## src/rtl/chorus_lfo_pkg.sv

```systemverilog
`default_nettype none
// ============================================================================
//  Module      : chorus_pkg
//  Description : Shared constants and types for the chorus LFO and the
//                delay line it modulates.
//  Revision    : 1.0 - initial release
// ============================================================================
package chorus_pkg;

    localparam int DELAY_WIDTH = 14;
    localparam int PHASE_WIDTH = 24;
    localparam int TRI_WIDTH   = 16;
    localparam int TRI_OFFSET  = 16384;
    localparam int DEPTH_SHIFT = 14;

    typedef logic signed [DELAY_WIDTH-1:0] delay_t;
    typedef logic signed [TRI_WIDTH-1:0]   tri_t;

endpackage
`default_nettype wire

```

## src/rtl/chorus_lfo_if.sv

```systemverilog
`default_nettype none
// ============================================================================
//  Module      : chorus_lfo_if
//  Description : Control/strobe inputs and delay-offset outputs of the chorus
//                LFO. The master drives the strobe and control values; the
//                slave (the LFO) returns the delay offset.
//  Revision    : 1.0 - initial release
// ============================================================================
interface chorus_lfo_if #(
    parameter int PHASE_WIDTH = 24,
    parameter int DELAY_WIDTH = 14
);
    logic                   sample_strobe_i;
    logic                   sync_i;
    logic [PHASE_WIDTH-1:0] rate_i;
    logic [DELAY_WIDTH-1:0] depth_i;
    logic [DELAY_WIDTH-1:0] extra_delay_o;
    logic                   extra_delay_valid_o;

    modport master (
        output sample_strobe_i, sync_i, rate_i, depth_i,
        input  extra_delay_o, extra_delay_valid_o
    );

    modport slave (
        input  sample_strobe_i, sync_i, rate_i, depth_i,
        output extra_delay_o, extra_delay_valid_o
    );
endinterface
`default_nettype wire

```

## src/rtl/chorus_lfo_tri.sv

```systemverilog
`default_nettype none
// ============================================================================
//  Module      : chorus_lfo_tri
//  Description : Folds the top 16 phase bits into a signed triangle sample in
//                the range -16384..16383. Purely combinational.
//  Revision    : 1.0 - initial release
// ============================================================================
module chorus_lfo_tri
    import chorus_pkg::*;
(
    input  wire logic [15:0] q,
    output tri_t             triVal
);

    logic [14:0] w_folded;

    // Mirror the second half of the period so the ramp runs back down.
    always_comb begin
        w_folded = q[15] ? ~q[14:0] : q[14:0];
    end

    assign triVal = tri_t'({1'b0, w_folded}) - tri_t'(TRI_OFFSET);

endmodule
`default_nettype wire

```

## src/rtl/chorus_lfo.sv

```systemverilog
`default_nettype none
// ============================================================================
//  Module      : chorus_lfo
//  Description : Triangle LFO producing a signed extra-delay offset for the
//                chorus delay line. Two-stage pipeline advanced by the audio
//                sample strobe. Optional macro CHORUS_LFO_DEPTH_SLEW_EN makes
//                the applied depth ramp by one sample per strobe.
//  Revision    : 1.0 - initial release
// ============================================================================
module chorus_lfo #(
    parameter int PHASE_WIDTH = 24,
    parameter int DELAY_WIDTH = 14,
    parameter int MAX_DEPTH   = 800
) (
    input  wire logic      clk,
    input  wire logic      rst_n,
    chorus_lfo_if.slave    lfo
);
    import chorus_pkg::*;

    localparam logic [DELAY_WIDTH-1:0] c_maxDepth = DELAY_WIDTH'(MAX_DEPTH);
    localparam int                     c_prodTop  = TRI_WIDTH + DELAY_WIDTH;

    generate
        if (MAX_DEPTH < 0 || MAX_DEPTH > (2 ** (DELAY_WIDTH - 1)) - 1) begin : g_badMaxDepth
            $fatal(1, "chorus_lfo: MAX_DEPTH out of range for DELAY_WIDTH");
        end
        if (PHASE_WIDTH < 16) begin : g_badPhaseWidth
            $fatal(1, "chorus_lfo: PHASE_WIDTH must be at least 16");
        end
    endgenerate

    logic [PHASE_WIDTH-1:0]   r_phase;
    tri_t                     r_tri;
    logic [DELAY_WIDTH-1:0]   r_depth;
    logic                     r_validS1;
    logic [DELAY_WIDTH-1:0]   r_extraDelay;
    logic                     r_validOut;

    logic [15:0]              w_q;
    tri_t                     w_tri;
    logic [DELAY_WIDTH-1:0]   w_depthClamp;
    logic [DELAY_WIDTH-1:0]   w_depthStage;
    logic signed [c_prodTop:0] w_prod;
    logic                     w_unused_prodBits;

    assign w_q = r_phase[PHASE_WIDTH-1 -: 16];

    chorus_lfo_tri u_tri (
        .q      (w_q),
        .triVal (w_tri)
    );

    // Limit the requested depth so the output never exceeds the buffer headroom.
    always_comb begin
        w_depthClamp = (lfo.depth_i > c_maxDepth) ? c_maxDepth : lfo.depth_i;
    end

`ifdef CHORUS_LFO_DEPTH_SLEW_EN
    logic [DELAY_WIDTH-1:0] r_depthEff;

    // Next applied depth: one step toward the clamped target.
    always_comb begin
        w_depthStage = r_depthEff;
        if (r_depthEff < w_depthClamp) begin
            w_depthStage = r_depthEff + 1'b1;
        end else if (r_depthEff > w_depthClamp) begin
            w_depthStage = r_depthEff - 1'b1;
        end
    end

    // Applied depth starts at zero so the chorus fades in after reset.
    always_ff @(posedge clk) begin
        if (!rst_n) begin
            r_depthEff <= '0;
        end else if (lfo.sample_strobe_i) begin
            r_depthEff <= w_depthStage;
        end
    end
`else
    assign w_depthStage = w_depthClamp;
`endif

    // Stage 1: capture triangle and depth, advance or restart the phase.
    always_ff @(posedge clk) begin
        if (!rst_n) begin
            r_phase   <= '0;
            r_tri     <= '0;
            r_depth   <= '0;
            r_validS1 <= 1'b0;
        end else begin
            r_validS1 <= lfo.sample_strobe_i;
            if (lfo.sample_strobe_i) begin
                r_tri   <= w_tri;
                r_depth <= w_depthStage;
            end
            // Sync wins over the increment: the phase restarts at exactly 0.
            if (lfo.sync_i) begin
                r_phase <= '0;
            end else if (lfo.sample_strobe_i) begin
                r_phase <= r_phase + lfo.rate_i;
            end
        end
    end

    // Scale by depth; the >>> 14 floors, keeping the result in -depth..depth-1.
    assign w_prod = r_tri * $signed({1'b0, r_depth});
    assign w_unused_prodBits = ^{w_prod[DEPTH_SHIFT-1:0], w_prod[c_prodTop:DEPTH_SHIFT+DELAY_WIDTH]};

    // Stage 2: register the scaled offset and its valid pulse.
    always_ff @(posedge clk) begin
        if (!rst_n) begin
            r_extraDelay <= '0;
            r_validOut   <= 1'b0;
        end else begin
            r_validOut <= r_validS1;
            if (r_validS1) begin
                r_extraDelay <= w_prod[DEPTH_SHIFT +: DELAY_WIDTH];
            end
        end
    end

    assign lfo.extra_delay_o       = r_extraDelay;
    assign lfo.extra_delay_valid_o = r_validOut;

endmodule
`default_nettype wire
```

## src/flat_wrapper.sv

```systemverilog
// flat-port wrapper written by rule: the top's interface ports become plain ports
module chorus_lfo_flat import chorus_pkg::*;
#(
    parameter int PHASE_WIDTH = 24,
    parameter int DELAY_WIDTH = 14,
    parameter int MAX_DEPTH   = 800
)
  (clk, rst_n, lfo_sample_strobe_i, lfo_sync_i, lfo_rate_i, lfo_depth_i, lfo_extra_delay_o, lfo_extra_delay_valid_o);
  chorus_lfo_if #(.PHASE_WIDTH(PHASE_WIDTH), .DELAY_WIDTH(DELAY_WIDTH)) lfo_i ();
  input  wire logic clk;
  input  wire logic rst_n;
  input wire logic [$bits(lfo_i.sample_strobe_i)-1:0] lfo_sample_strobe_i;
  input wire logic [$bits(lfo_i.sync_i)-1:0] lfo_sync_i;
  input wire logic [$bits(lfo_i.rate_i)-1:0] lfo_rate_i;
  input wire logic [$bits(lfo_i.depth_i)-1:0] lfo_depth_i;
  output wire logic [$bits(lfo_i.extra_delay_o)-1:0] lfo_extra_delay_o;
  output wire logic [$bits(lfo_i.extra_delay_valid_o)-1:0] lfo_extra_delay_valid_o;
  assign lfo_i.sample_strobe_i = lfo_sample_strobe_i;
  assign lfo_i.sync_i = lfo_sync_i;
  assign lfo_i.rate_i = lfo_rate_i;
  assign lfo_i.depth_i = lfo_depth_i;
  assign lfo_extra_delay_o = lfo_i.extra_delay_o;
  assign lfo_extra_delay_valid_o = lfo_i.extra_delay_valid_o;
  chorus_lfo #(.PHASE_WIDTH(PHASE_WIDTH), .DELAY_WIDTH(DELAY_WIDTH), .MAX_DEPTH(MAX_DEPTH)) u_core (.clk(clk), .rst_n(rst_n), .lfo(lfo_i));
endmodule
```

## config.mk

```make
export PLATFORM = sky130hd
export DESIGN_NAME = chorus_lfo_flat
export DESIGN_NICKNAME = d
export VERILOG_FILES = /design/src/rtl/chorus_lfo_pkg.sv /design/src/rtl/chorus_lfo_if.sv /design/src/rtl/chorus_lfo_tri.sv /design/src/rtl/chorus_lfo.sv /design/src/flat_wrapper.sv
export SDC_FILE = /design/constraint.sdc
export NUM_CORES = 1
export LEC_CHECK = 0
export ABC_AREA = 1
export CORE_MARGIN = 1
export CORE_UTILIZATION = 49
export CTS_CLUSTER_DIAMETER = 80
export DETAILED_ROUTE_END_ITERATION = 8
export PLACE_DENSITY = 0.7
export SYNTH_ARGS = -nofsm -noshare
export SYNTH_HDL_FRONTEND = slang
export SYNTH_SLANG_ARGS = --single-unit
export TNS_END_PERCENT = 20
```

## constraint.sdc

```tcl
create_clock -name clk -period 15.9 [get_ports clk]
set_input_delay 3.18 -clock clk [delete_from_list [all_inputs] [get_ports clk]]
set_output_delay 3.18 -clock clk [all_outputs]
set_load 0.005 [all_outputs]
```

Word level (Yosys, flattened, before mapping)

Index checks and enable logic that the tools add are counted.
Widths: inputs -> output; s select.

Flip-flop bits (word level): 70
Output and inout bits: 15
Word-level logic and storage cells: 15

Add/sub/neg operators: 2
Multiply operators: 1
Magnitude comparators: 1
Muxes and demuxes: 2
Bitwise operators: 2
Reductions and logical operators: 1

Operators by type and width:

| operator               | number |
|---|---|
| $mul 16x15->28         | 1 |
| $add 24x24->24         | 1 |
| $sub 15x15->16 const B | 1 |
| $mux 15                | 1 |
| $not 15->15            | 1 |
| $gt 14x10->1 const B   | 1 |
| $mux 14                | 1 |
| $reduce_or 2->1        | 1 |
| $not 1->1              | 1 |

Logic depth before layout (Yosys ltp)

Depth in word-level cells: 3
Depth in mapped cells: 29
Mapped depth without buffers: 27

Modules after synthesis

From an unflattened synthesis, not the netlist that was laid out.

Cell total of the unflattened synthesis: 1799
Area total of the unflattened synthesis: 12544.5 µm²

By module, submodules not included:

| module         | times used | cells each | area each (µm²) | seq. area each (µm²) |
|---|---|---|---|---|
| chorus_lfo     | 1          | 1734       | 12253.0         | 1401.3 |
| chorus_lfo_tri | 1          | 65         | 291.5           | 0.0 |

Least setup slack after synthesis

No wires, ideal clock.

Path type: register to register
Start point: register u_core.r_tri[14]
End point: register u_core.r_extraDelay[13], in the netlist u_core.lfo.extra_delay_o[13]
Data arrival time: 5339 ps
Required time: 15772 ps
Setup slack: 10433 ps
Stages on the path, launching flop included: 22
Clock period less this slack: 5467 ps
Cell sequence: dfxtp_1 > clkbuf_1 > nand2_1 > fa_1 > fa_1 > inv_1 > fa_1 > inv_1 > fa_1 > fa_1 > inv_1 > fa_1 > ha_1 > inv_1 > nor3_1 > nand2_1 > a21oi_1 > nor2_1 > nand2_1 > nand2_1 > nand2_1 > a21oi_1

Word-level cells in the longest chain between the ends: 1

Ends and longest elaborated chain:

| what                   | RTL line          | source |
|---|---|---|
| start, declared        | chorus_lfo.sv:34  | `tri_t r_tri;` |
| start signal, assigned | chorus_lfo.sv:94  | `r_tri <= w_tri;` |
| $mul 16x15->28         | chorus_lfo.sv:107 | `assign w_prod = r_tri * $signed({1'b0, r_depth});` |
| end signal, assigned   | chorus_lfo.sv:118 | `r_extraDelay <= w_prod[DEPTH_SHIFT +: DELAY_WIDTH];` |
| end, declared          | chorus_lfo.sv:37  | `logic [DELAY_WIDTH-1:0] r_extraDelay;` |

No other way between the ends.
A chain may end at the register's enable or synchronous reset.

Worst setup path after layout

Ends and elaborated chain as after synthesis.

==> impl_summary.log <==
INFO  metric worst_ep_required_time = 16.10 ns
INFO  metric synth.top_cells.by_count = 449 x sky130_fd_sc_hd__inv_1, 447 x sky130_fd_sc_hd__nand2_1, 196 x sky130_fd_sc_hd__fa_1
INFO  metric timing_worst_slew_pin_value = 0.977 ns
INFO  metric worst_hold_path.endpoint = u_core.r_phase[0]
INFO  metric rows = 57
INFO  metric whs_path_depth = 2
INFO  metric sw_frac_of_total = a little over a third
INFO  metric cell_internal_pwr = about 390 uW
INFO  metric postCtsSetupBuffers = 0
INFO  metric synthCells = about 1,800
INFO  metric fin_crit_sh = approximately two fifths
INFO  metric crit-reg2reg-launch = u_core.r_tri[14]
INFO  metric numClockSinks = slightly below 70
INFO  metric first_global_vias = 10,600
INFO  metric synth.distinct_cells = 33
INFO  metric power.net_switching = ~210 uW
INFO  metric cp_num_buf_inv = 3
INFO  metric ys_warn_count = 0
INFO  metric die_height = about 160 um
INFO  metric number_of_flops_mapped_to_enable_cells_by_yosys = 0
INFO  metric placement.io_buffers = 56
INFO  metric timing_max_transition_violations_final = 0
INFO  metric overflow = 0
INFO  metric setup_slack = roughly 9.8 ns
INFO  metric final.setup.tns = 0 ns
INFO  metric number_of_antenna_violations_at_the_first_check_in_global_routing = 0
INFO  metric holdCritStartpoint = u_core.r_phase[0]
INFO  metric yosys-top-cells-area = sky130_fd_sc_hd__fa_1 32%, sky130_fd_sc_hd__inv_1 14%, sky130_fd_sc_hd__nand2_1 14%
INFO  metric clk_transition_reported_paths = 0.06 ns
INFO  metric final_area = ~13,000 um2
INFO  metric worst_r2r_path_depth = 20
INFO  metric rrSetupSlack = slightly below 10 ns
INFO  metric coreArea = 24,500 um2
INFO  metric setup_violations = 0
INFO  metric hold_slack = between 0.4 and 0.5 ns
INFO  metric cts.htree.levels = 3
INFO  metric postRouteAntennaNets = 0
INFO  metric cellPowerDensity = ~45 nW/um2
INFO  metric numCtsBuffers = 9
INFO  metric ys_ff_latch = 69
INFO  metric power_leakage = 0.00788 uW
INFO  metric crit_path_cell_trace = nand2_1, fa_1, fa_1, inv_1, fa_1, inv_1, fa_1, fa_1, fa_1, inv_1, ha_1, nand2_1, nor3_1, nand2_1, a21oi_1, nor2_1, nand2_1, nand2_1, nand2_1, a21oi_1
INFO  metric synth_seq_area_share = about 11%
INFO  metric pin_count = 57
INFO  metric die_x = between 150 and 200 um
INFO  metric cts_hold_repair.buffers = 0
INFO  metric most_common_flop_cell_mapped_by_yosys = sky130_fd_sc_hd__dfxtp_1
INFO  metric area_growth_syn_to_layout = 8.73%
INFO  metric wire_per_inst = about 14 um
INFO  metric netlist_area_before_placement = ~12,000 um2
INFO  metric timing.final.crit_period = approximately 6 ns
INFO  metric synth_top_area_cell = sky130_fd_sc_hd__fa_1
INFO  metric post_drt_via_cell_ratio = about 5
INFO  metric n_antenna_cell = 0
INFO  metric drive_gt1_share = under 10%
INFO  metric drtPass1Iterations = 8
INFO  metric worst_skew_pair.late_latency = about 0.35 ns
INFO  metric synth_top_area_share = about a third
INFO  metric max_stage_delay = ~0.73 ns
INFO  metric preCtsSetupSlack = 9.89 ns
INFO  metric max_clock_buf_depth = 2
INFO  metric dpl_hpwl = roughly 24 mm
INFO  metric highest_achievable_clock_rate = about 160 MHz
INFO  metric hold_viol_final = 0
INFO  metric critical_path_launch_point_type = flip-flop
INFO  metric reg2reg_to = u_core.lfo.extra_delay_o[13]
INFO  metric cap_violations = 0
INFO  metric route.vias.total = approximately 10,000
INFO  metric synth_nets = between 2,000 and 2,500
INFO  metric cp_slowest_cell = sky130_fd_sc_hd__fa_1
INFO  metric holdCritPathClass = reg2reg
INFO  metric wire_length_of_the_first_global_routing_pass = 50.4 mm
INFO  metric relSlewSlack = roughly a third
INFO  metric finClkSkew = 0.00863 ns
INFO  metric post_cts.resized_instances = 0
INFO  metric critical_path.endpoint_type = flip-flop
INFO  metric cts.root.buffer_cell = sky130_fd_sc_hd__clkbuf_16
INFO  metric place_area = between 10,000 and 15,000 um2
INFO  metric crit_fanout = 15
INFO  metric detail_route.drc_violations = 0
INFO  metric pwr-share-comb = a little over a quarter
INFO  metric worstPathArrival = 6.27 ns
INFO  metric share_of_async_settable_or_async_resettable_flops_after_synthesis = 0%
INFO  metric status = complete, no violations
INFO  metric place.gp.congestion = 0.924
INFO  metric cp_top_delay_family = adder cells
INFO  metric irDropWorstVdd = about 0.000065 V
INFO  metric synth.most_common_cell = sky130_fd_sc_hd__inv_1
INFO  metric rsz_0062_raised_after_global_routing = no
INFO  metric detailedRoute.firstIterationViolations = 619
INFO  metric syn_area_per_cell = around 7 um2
INFO  metric critical_path_class = reg2reg
INFO  metric power_frac_clock = around two fifths
INFO  metric tritoncts = yes
INFO  metric dieArea = about 26,000 um2
INFO  metric wirelength = approximately 30 mm
INFO  metric power.sequential.fraction = between 30 and 40%
INFO  metric pin_count_of_the_biggest_net_entering_global_routing = a little over 80
INFO  metric nNetsFinal = between 2,000 and 2,500
INFO  metric global_route.usage.total = between 20% and 30%
INFO  metric initial_utilization = around half
==> metrics by stage <==
stage,cells,utilization [%],total power (uW)
floorplan,1763,-,314
global placement,2084,53.3,365
detailed placement,2084,53.3,369
CTS,2100,54.6,602
global route,2100,54.6,635
finish,2100,54.6,596
==> layout by cell type, fill, tap and decap left out, drive strengths merged <==
cell type      count
nand4             16
clkdlybuf4s50     55
a21oi             87
nand2            452
or2                2
nor3              14
inv              452
o21ai             74
nand3             59
xnor2             15
buf                3
clkinvlp           1
o21a               5
and2               1
clkinv             1
o21bai             6
a211oi             1
dfxtp             69
nand2b             2
nor4               2
bufinv             2
fa               196
clkbuf             9
xor2              10
a21boi             1
ha                88
nor2             153
==> state kept, by name, summed over array words and instances (netlist names) <==
register	count
u_core.r_tri	15
u_core.r_validS1	1
u_core.r_phase	24
u_core.r_depth	14
u_core.lfo.extra_delay_o	14
u_core.lfo.extra_delay_valid_o	1
==> worst max-delay path by stage <==
stage,from,to,depth (start not counted)
after floorplan,u_core.r_tri[14],u_core.lfo.extra_delay_o[13],21
after global placement,u_core.r_depth[0],u_core.lfo.extra_delay_o[12],20
after detailed placement,u_core.r_tri[14],u_core.lfo.extra_delay_o[13],20
after CTS,u_core.r_tri[14],u_core.lfo.extra_delay_o[13],20
after global routing,u_core.r_tri[14],u_core.lfo.extra_delay_o[13],20
final,u_core.r_tri[14],u_core.lfo.extra_delay_o[13],20
==> power groups by stage <==
stage	Clock (uW)	Sequential, uW	Combinational, uW
CTS	236	205	161
global route	244	207	184
floorplan	0	193	122
global placement	0	209	157
finish	231	206	160
detailed placement	0	209	159
==> kinds of logic (layout without fill, tap and decap cells) <==
| group | after synthesis | in the layout | share of synthesized area [%] |
|---|---|---|---|
| simple gates | 701 | 701 | 22.9 |
| buf+inv | 510 | 523 | 15.6 |
| fa+ha+maj | 284 | 284 | 40.9 |
| compound gates | 174 | 174 | 7.54 |
| flops | 69 | 69 | 11.2 |
| xor+xnor | 25 | 25 | 1.78 |
==> per-layer routing <==
layer | share of wire (%) | global-route usage, %
met1 | 43 | 31.0
met2 | 49 | 42.6
met3 | 5.4 | 3.98
met4 | 2.7 | 8.27
met5 | 0 | 0
==> tightest hold or removal path: cells and delay by family (launching register included) <==
family | cells | cell delay, ns
AND/OR/NAND/NOR | 1 | 0.06
AO/OA/AOI/OAI | 1 | 0.05
flip-flops | 1 | 0.31
==> layout make-up <==
class,instances,area (um2)
inverters,449,1690
clock inverters,7,105
multi-input cells,1184,8980
flip-flops and latches,69,1380
repair buffers,58,571
fillers,2288,11100
well taps,324,405
clock buffers,9,225
No activity file was read; power rests on OpenSTA's default activity.
